`config.mk`:
```
export PLATFORM = sky130hd
export DESIGN_NAME = shuf_encode
export DESIGN_NICKNAME = d
export VERILOG_FILES = /design/src/rtl/shuf_encode.sv
export SDC_FILE = /design/constraint.sdc
export NUM_CORES = 1
export LEC_CHECK = 0
export CAP_MARGIN = 5
export CORE_MARGIN = 2
export CORE_UTILIZATION = 53
export DETAILED_ROUTE_END_ITERATION = 10
export PLACE_DENSITY = 0.87
export SETUP_SLACK_MARGIN = 0.05
export SYNTH_ARGS = -nofsm -noshare
export SYNTH_HDL_FRONTEND = slang
export SYNTH_SLANG_ARGS = --single-unit
```
`constraint.sdc`:
```
create_clock -name clk -period 2.8 [get_ports clk]
set_input_delay 0.56 -clock clk [delete_from_list [all_inputs] [get_ports clk]]
set_output_delay 0.56 -clock clk [all_outputs]
set_load 0.01 [all_outputs]
```
`src/rtl/shuf_encode.sv`:
```
// shuf_encode: two-stage pipelined inverse of the rotated one-hot lane shuffle decoder.
//   clk, rst_n           clock, asynchronous active-low reset
//   in_valid/in_ready    input handshake; in_sel holds eight one-hot select bytes
//   out_valid/out_ready  output handshake; out_fld holds eight 3-bit fields (one per byte)
//   out_err              per-lane flag: lane is not exactly one-hot
//   err_clr              synchronous clear of err_cnt/err_sticky (wins over an increment)
//   err_cnt, err_sticky  saturating count / sticky flag of transferred erroneous words
module shuf_encode #(
  parameter int CNT_W = 16
) (
  input  logic             clk,
  input  logic             rst_n,
  input  logic             in_valid,
  output logic             in_ready,
  input  logic [63:0]      in_sel,
  output logic             out_valid,
  input  logic             out_ready,
  output logic [63:0]      out_fld,
  output logic [7:0]       out_err,
  input  logic             err_clr,
  output logic [CNT_W-1:0] err_cnt,
  output logic             err_sticky
);
  logic        s1_valid;
  logic [63:0] s1_sel;
  logic [63:0] dec_fld;
  logic [7:0]  dec_err;
  logic        s2_adv;
  logic        s1_adv;
  logic        out_xfer;
  assign s2_adv   = !out_valid || out_ready;
  assign s1_adv   = !s1_valid || s2_adv;
  assign in_ready = s1_adv;
  assign out_xfer = out_valid && out_ready;
  // Scanning from the top bit down leaves the lowest set bit's field in place.
  always_comb begin
    dec_fld = '0;
    dec_err = '0;
    for (int i = 0; i < 8; i++) begin
      for (int j = 7; j >= 0; j--)
        if (s1_sel[8*i+j]) dec_fld[8*i +: 3] = 3'(i - j);
      dec_err[i] = (s1_sel[8*i +: 8] == 8'd0) ||
                   ((s1_sel[8*i +: 8] & (s1_sel[8*i +: 8] - 8'd1)) != 8'd0);
    end
  end
  always_ff @(posedge clk or negedge rst_n) begin
    if (!rst_n) begin
      s1_valid <= 1'b0;
      s1_sel   <= '0;
    end else if (s1_adv) begin
      s1_valid <= in_valid;
      if (in_valid) s1_sel <= in_sel;
    end
  end
  always_ff @(posedge clk or negedge rst_n) begin
    if (!rst_n) begin
      out_valid <= 1'b0;
      out_fld   <= '0;
      out_err   <= '0;
    end else if (s2_adv) begin
      out_valid <= s1_valid;
      if (s1_valid) begin
        out_fld <= dec_fld;
        out_err <= dec_err;
      end
    end
  end
  always_ff @(posedge clk or negedge rst_n) begin
    if (!rst_n) begin
      err_cnt    <= '0;
      err_sticky <= 1'b0;
    end else if (err_clr) begin
      err_cnt    <= '0;
      err_sticky <= 1'b0;
    end else if (out_xfer && |out_err) begin
      err_cnt    <= &err_cnt ? err_cnt : err_cnt + 1'b1;
      err_sticky <= 1'b1;
    end
  end
endmodule
```
==> results of run 1 <==
## through the flow
| stage | util [%] | cell area (um^2) | std cells | power, uW | hold slack [ps] |
|---|---|---|---|---|---|
| after floorplan | - | 6030 | 590 | 2700 | 264 |
| after global placement | 65.6 | 7120 | 803 | 3080 | 468 |
| after detailed placement | 65.6 | 7120 | 803 | 3130 | 471 |
| after CTS | 71.0 | 7690 | 835 | 5220 | 41.7 |
| after global routing | 71.0 | 7690 | 835 | 5430 | 80.9 |
| final | 71.0 | 7690 | 835 | 5180 | 30.8 |
## critical path: cells and delay by family
kind	cells	cell delay, ps
buffers and inverters	2	1140
and+or+nand+nor	1	210
## kinds of logic (layout without fill, tap and decap cells)
| group | Yosys count | in the layout | synth area share (%) |
|---|---|---|---|
| and+or+nand+nor | 166 | 166 | 14.9 |
| DFF | 115 | 115 | 48.9 |
| AOI/OAI and AO/OA | 104 | 104 | 11.7 |
| buffers and inverters | 71 | 176 | 7.34 |
| muxes | 68 | 68 | 13.0 |
| xor gates and xnor gates | 19 | 19 | 2.83 |
| adders and majority gates | 7 | 7 | 1.23 |
| other | 1 | 40 | 0.0638 |
## cells in the mapped netlist, drive strengths merged (2+ instances only)
library cell | number | share of area [%]
buf | 50 | 6.0
nand4 | 9 | 1.2
nor3 | 20 | 1.8
nor4b | 2 | 0.30
o21ai | 30 | 2.6
nand3 | 10 | 0.94
a31oi | 5 | 0.53
a21oi | 24 | 2.0
maj3 | 6 | 1.0
nor3b | 6 | 0.77
o21a | 2 | 0.26
nand2 | 30 | 1.9
o31ai | 6 | 0.77
clkbuf | 5 | 0.32
a2111oi | 2 | 0.30
mux2 | 66 | 13
a22o | 3 | 0.45
and3 | 2 | 0.21
o41ai | 4 | 0.60
and2 | 2 | 0.21
nor2b | 2 | 0.21
a211oi | 5 | 0.72
or3 | 8 | 0.85
nor4 | 11 | 1.2
o22a | 3 | 0.47
xor2 | 10 | 1.5
mux2i | 2 | 0.34
and4 | 2 | 0.32
inv | 16 | 1.0
dfrtp | 115 | 49
nand2b | 7 | 0.74
a21o | 3 | 0.38
o21bai | 8 | 1.0
o211ai | 3 | 0.62
or4 | 5 | 0.83
xnor2 | 9 | 1.3
nor2 | 47 | 3.0
## power groups by stage
stage | combinational (uW) | clock (uW) | sequential, uW
floorplan | 545 | 0 | 2150
global placement | 925 | 0 | 2160
detailed placement | 958 | 0 | 2180
CTS | 966 | 2100 | 2150
global route | 1060 | 2180 | 2200
finish | 954 | 2060 | 2160
## area by class of cell
cell class                 count  area [um^2]  area share (%)
multi-input combinational    404         2720            35.4
timing repair buffer         128         1280            16.7
clock inverter                10          105            1.37
clock buffer                  22          473            6.15
tap                          140          175            2.28
inverter                      16         60.1           0.781
sequential                   115         2880            37.4
## layout by cell type (no fill, tap or decap), types with 5 or more instances in the layout
cell / n
nand4_1: 8
clkbuf_8: 5
o31ai_1: 6
o21ai_0: 29
clkinv_2: 6
conb_1: 40
o21bai_1: 8
mux2_2: 66
nand2b_1: 7
xnor2_1: 9
nor3b_1: 6
dfrtp_1: 115
a21oi_1: 24
xor2_1: 10
or3_1: 8
clkdlybuf4s50_1: 118
nor2_1: 47
maj3_1: 6
inv_1: 16
nor4_1: 11
nor3_1: 19
clkbuf_16: 16
a31oi_1: 5
nand3_1: 9
buf_4: 8
nand2_1: 29
## path summary, 6_finish.rpt
check	from	endpoint	slack, ps	cells after the start
worst max-delay path	out_ready	in_ready	330	3
worst min register to register	out_fld[0]$_DFFE_PN0P_	out_fld[0]$_DFFE_PN0P_	470	2
min in group clk	out_fld[0]$_DFFE_PN0P_	out_fld[0]$_DFFE_PN0P_	470	2
max in group asynchronous	rst_n	s1_sel[11]$_DFFE_PN0P_	1950	2
worst min-delay path	rst_n	s1_sel[61]$_DFFE_PN0P_	30	1
worst max register to register	err_cnt[0]$_DFFE_PN0P_	err_cnt[15]$_DFFE_PN0P_	920	6
## registers in the layout (all words and copies together) (netlist names)
| register | flops |
|---|---|
| err_cnt | 16 |
| err_sticky | 1 |
| out_err | 8 |
| out_fld | 24 |
| out_valid | 1 |
| s1_sel | 64 |
| s1_valid | 1 |
## per-layer routing
metal / track usage, % / share of wire, %
met1: 29.1 / 40
met2: 38.1 / 50
met5: 0 / 0
met4: 9.31 / 1.7
met3: 7.11 / 8.0
==> flow_summary.json, run 1 <==
{
  "cts_tree": "done",
  "p_leak_uw": 0.00319,
  "ctsHoldBuffers": 0,
  "grt_overflow": 0,
  "crit_slowest_cell": "clkdlybuf4s50_1",
  "p_seq_share_pct": 41.7,
  "fillCellCount": 781,
  "gp_congestion": 0.864,
  "grt_pass1_vias": 4481,
  "ys_seq_area_share_pct": 48.9,
  "swShare_pct": 26.9,
  "numPortBuffers": 119,
  "synth_area_mm2": 0.00588,
  "nets": 752,
  "worst_pin_slew_ps": 582,
  "final-setup-viol-count": 0,
  "grt_use_total_pct": 23.3,
  "pre_cts_slack_ps": 325,
  "cts_resized": 0,
  "antenna_cells": 0,
  "start_kind": "primary input",
  "clockBufferDepth": 2,
  "worstHoldPathType": "primary input to async pin",
  "start_util_pct": 54.3,
  "postSynthCellCount": 551,
  "cts_htree_levels": 4,
  "wire_per_inst_um": 15.7,
  "critPathMaxStageDelay_ps": 580,
  "vias": 4627,
  "drt_iter0_drc": 253,
  "clk_pin_slew_ps": 50,
  "yosys_most_used_dff": "dfrtp_1",
  "switchingPower_uw": 1390,
  "drt_first_pass_iters": 5,
  "cts_inserted_buffers": 17,
  "post-dp-hpwl_um": 9440,
  "wirelength_um": 13100,
  "io_pins": 160,
  "cp_common_cell": "clkdlybuf4s50_1",
  "hold_viol": 0,
  "synthDistinctLibCells": 58,
  "rsz0062_at_grt": "no",
  "synthArstFlopShare_pct": 100,
  "layout-drive-gt1-share_pct": 17.1,
  "synth_warnings": 0,
  "layout_min_cycle_time_ps": 2470,
  "path_cells": "clkdlybuf4s50_1 -> nand3b_1 -> clkdlybuf4s50_1",
  "timing.fmax_mhz": 404,
  "critPathKind": "primary input to primary output",
  "synth-edff-count": 0,
  "cellPowerDensity_mw_per_mm2": 673,
  "yosys_register_bits": 115,
  "ir_drop_mv": 0.470,
  "critPathMaxFanout": 4,
  "antenna_found_initial": 0,
  "finalMaxSlewViolations": 0,
  "cp.arrival_ps": 1910,
  "critPathCaptureType": "primary output",
  "die_w_um": 109,
  "slew_headroom_pct": 61.2,
  "cts-root-buf": "clkbuf_8",
  "power.internal_uw": 3780,
  "cp.required_ps": 2240,
  "die_h_um": 109,
  "fp-row-count": 38,
  "grt_pass1_wl_um": 21300,
  "vias_per_cell": 5.54,
  "clock_latency_ps": 520,
  "drc": 0,
  "clkPwrFrac_pct": 39.9,
  "grt_max_degree": 65,
  "design.die.area_mm2": 0.0120,
  "syn_to_final_growth_pct": 30.8,
  "fin_tns_setup_ps": 0,
  "coreArea_mm2": 0.0108,
  "pwr-share-comb_pct": 18.4,
  "min_period_over_period_pct": 88.3,
  "clock-skew-final_ps": 7.89,
  "syn_area_per_cell_um2": 10.7,
  "fin_ws_ps": 327,
  "clock-sinks": 115,
  "outcome": "complete, no violations",
  "cts_setup_buffers": 0,
  "ant_nets": 0,
  "maxCapViolations": 0
}
(Power assumes the default switching activity.)
==> inputs of run 2 (changes only) <==
SLEW_MARGIN = 5   (was unset)
==> results of run 2 <==
No change in the layout: final DEF, timing and power equal those of run 1.
==> inputs of run 3 (changes only) <==
CELL_PAD_IN_SITES_DETAIL_PLACEMENT = 0   (was unset)
CELL_PAD_IN_SITES_GLOBAL_PLACEMENT = 1   (was unset)
CORE_UTILIZATION = 40   (was 53)
PLACE_DENSITY = unset   (was 0.87)
PLACE_DENSITY_LB_ADDON = 0.1   (was unset)
==> run 3 against run 2 <==
Sequential power hardly changed. Final cell count is 5.3% higher. Flip-flop and latch count stayed put. Count of clock-buffer cells in the layout is 1 lower. Final area is 1.2% higher. Sequential share of layout area is 0.43 points lower. Via count is 3.2% lower. Total power is 2.8% higher. Non-clock buffer count stayed put. Worst setup slack better by 8.4 ps. Critical path type unchanged. Highest routed layer unchanged.
==> flow_summary.json, run 3 (synthesis results as in run 1) <==
{
  "die_h_um": 125,
  "final-setup-viol-count": 0,
  "layout_min_cycle_time_ps": 2470,
  "cts_setup_buffers": 0,
  "min_period_over_period_pct": 88.0,
  "worstHoldPathType": "primary input to async pin",
  "design.die.area_mm2": 0.0157,
  "hold_viol": 0,
  "wirelength_um": 13100,
  "outcome": "complete, no violations",
  "wire_per_inst_um": 14.9,
  "io_pins": 160,
  "crit_slowest_cell": "clkdlybuf4s50_1",
  "p_leak_uw": 0.00320,
  "antenna_cells": 0,
  "critPathKind": "primary input to primary output",
  "largest_register": "s1_sel",
  "clock-skew-final_ps": 8.40,
  "timing.fmax_mhz": 406,
  "final_common_cell": "clkdlybuf4s50_1",
  "drc": 0,
  "fin_tns_setup_ps": 0,
  "clockBufferDepth": 2,
  "ir_drop_mv": 0.406,
  "die_w_um": 125,
  "gp_congestion": 0.792,
  "ctsHoldBuffers": 0,
  "fillCellCount": 1305,
  "critPathMaxStageDelay_ps": 590,
  "start_kind": "primary input",
  "cts_htree_levels": 4,
  "rsz0062_at_grt": "no",
  "clk_pin_slew_ps": 50,
  "final_cell_mix": "clkdlybuf4s50_1 (118), dfrtp_1 (115), mux2_2 (66), nor2_1 (47), conb_1 (40)",
  "grt_pass1_wl_um": 21700,
  "start_util_pct": 40.8,
  "path_cells": "clkdlybuf4s50_1 -> nand3b_1 -> clkdlybuf4s50_1",
  "grt_use_total_pct": 17.3,
  "cp_num_buf_inv": 2,
  "finalMaxSlewViolations": 0,
  "drt_iter0_drc": 206,
  "cts_inserted_buffers": 17,
  "r2r_slack_ps": 1000,
  "grt_max_degree": 60,
  "cp_top_family": "buffers and inverters",
  "cp.arrival_ps": 1910,
  "layout-drive-gt1-share_pct": 16.7,
  "cts_resized": 0,
  "ant_nets": 0,
  "clock-sinks": 115,
  "cellPowerDensity_mw_per_mm2": 684,
  "grt_overflow": 0,
  "hold_slack_ps": 57.8,
  "coreArea_mm2": 0.0144,
  "maxCapViolations": 0,
  "cp.required_ps": 2240,
  "numPortBuffers": 119,
  "grt_pass1_vias": 4451,
  "worst_pin_slew_ps": 590,
  "syn_to_final_growth_pct": 32.3,
  "critPathCaptureType": "primary output",
  "drt_first_pass_iters": 4,
  "largest_reg_flops": 64,
  "cts_tree": "done",
  "post-dp-hpwl_um": 9390,
  "cts-root-buf": "clkbuf_16",
  "vias_per_cell": 5.09,
  "cp_common_cell": "clkdlybuf4s50_1",
  "vias": 4477,
  "fp-row-count": 44,
  "antenna_found_initial": 0,
  "reg_top3": "s1_sel x64, out_fld x24, err_cnt x16",
  "critPathMaxFanout": 4,
  "slew_headroom_pct": 60.3,
  "nets": 752,
  "clock_latency_ps": 420
}
## run 3: where the power goes
| group | internal (uW) | switching, uW | total, uW |
|---|---|---|---|
| Clock | 1480 | 735 | 2210 |
| Combinational | 548 | 405 | 953 |
| Sequential | 1890 | 266 | 2160 |
## run 3: layout make-up
| class | instances | area (um^2) | share of cell area (%) |
|---|---|---|---|
| clock buffer | 21 | 440 | 5.66 |
| clock inverter | 11 | 160 | 2.06 |
| inverter | 16 | 60.1 | 0.772 |
| multi-input combinational | 404 | 2720 | 35.0 |
| sequential | 115 | 2880 | 37.0 |
| tap | 184 | 230 | 2.96 |
| timing repair buffer | 128 | 1290 | 16.6 |
## run 3: metrics by stage
stage	instances	cell area, um^2	total power, uW	util [%]	setup slack (ps)
after floorplan	590	6030	2700	-	1050
after global placement	847	7180	3120	49.8	345
after detailed placement	847	7180	3140	49.8	336
after CTS	879	7780	5380	54.0	329
after global routing	879	7780	5600	54.0	258
final	879	7780	5320	54.0	335
## run 3: final timing paths
| kind | end | cells past startpoint | start |
|---|---|---|---|
| setup / recovery | in_ready | 3 | out_ready |
| hold / removal | s1_sel[63]$_DFFE_PN0P_ | 1 | rst_n |
| setup reg to reg | err_cnt[8]$_DFFE_PN0P_ | 5 | out_err[0]$_DFFE_PN0P_ |
| hold reg to reg | out_fld[49]$_DFFE_PN0P_ | 2 | out_fld[49]$_DFFE_PN0P_ |
| max in group asynchronous | err_cnt[15]$_DFFE_PN0P_ | 2 | rst_n |
| min in group clk | out_fld[49]$_DFFE_PN0P_ | 2 | out_fld[49]$_DFFE_PN0P_ |
## run 3: metal layers
layer | share of wire [%] | global-route usage (%)
met1 | 46 | 22.3
met2 | 46 | 27.5
met3 | 6.0 | 5.35
met5 | 0 | 0
met4 | 1.5 | 6.86
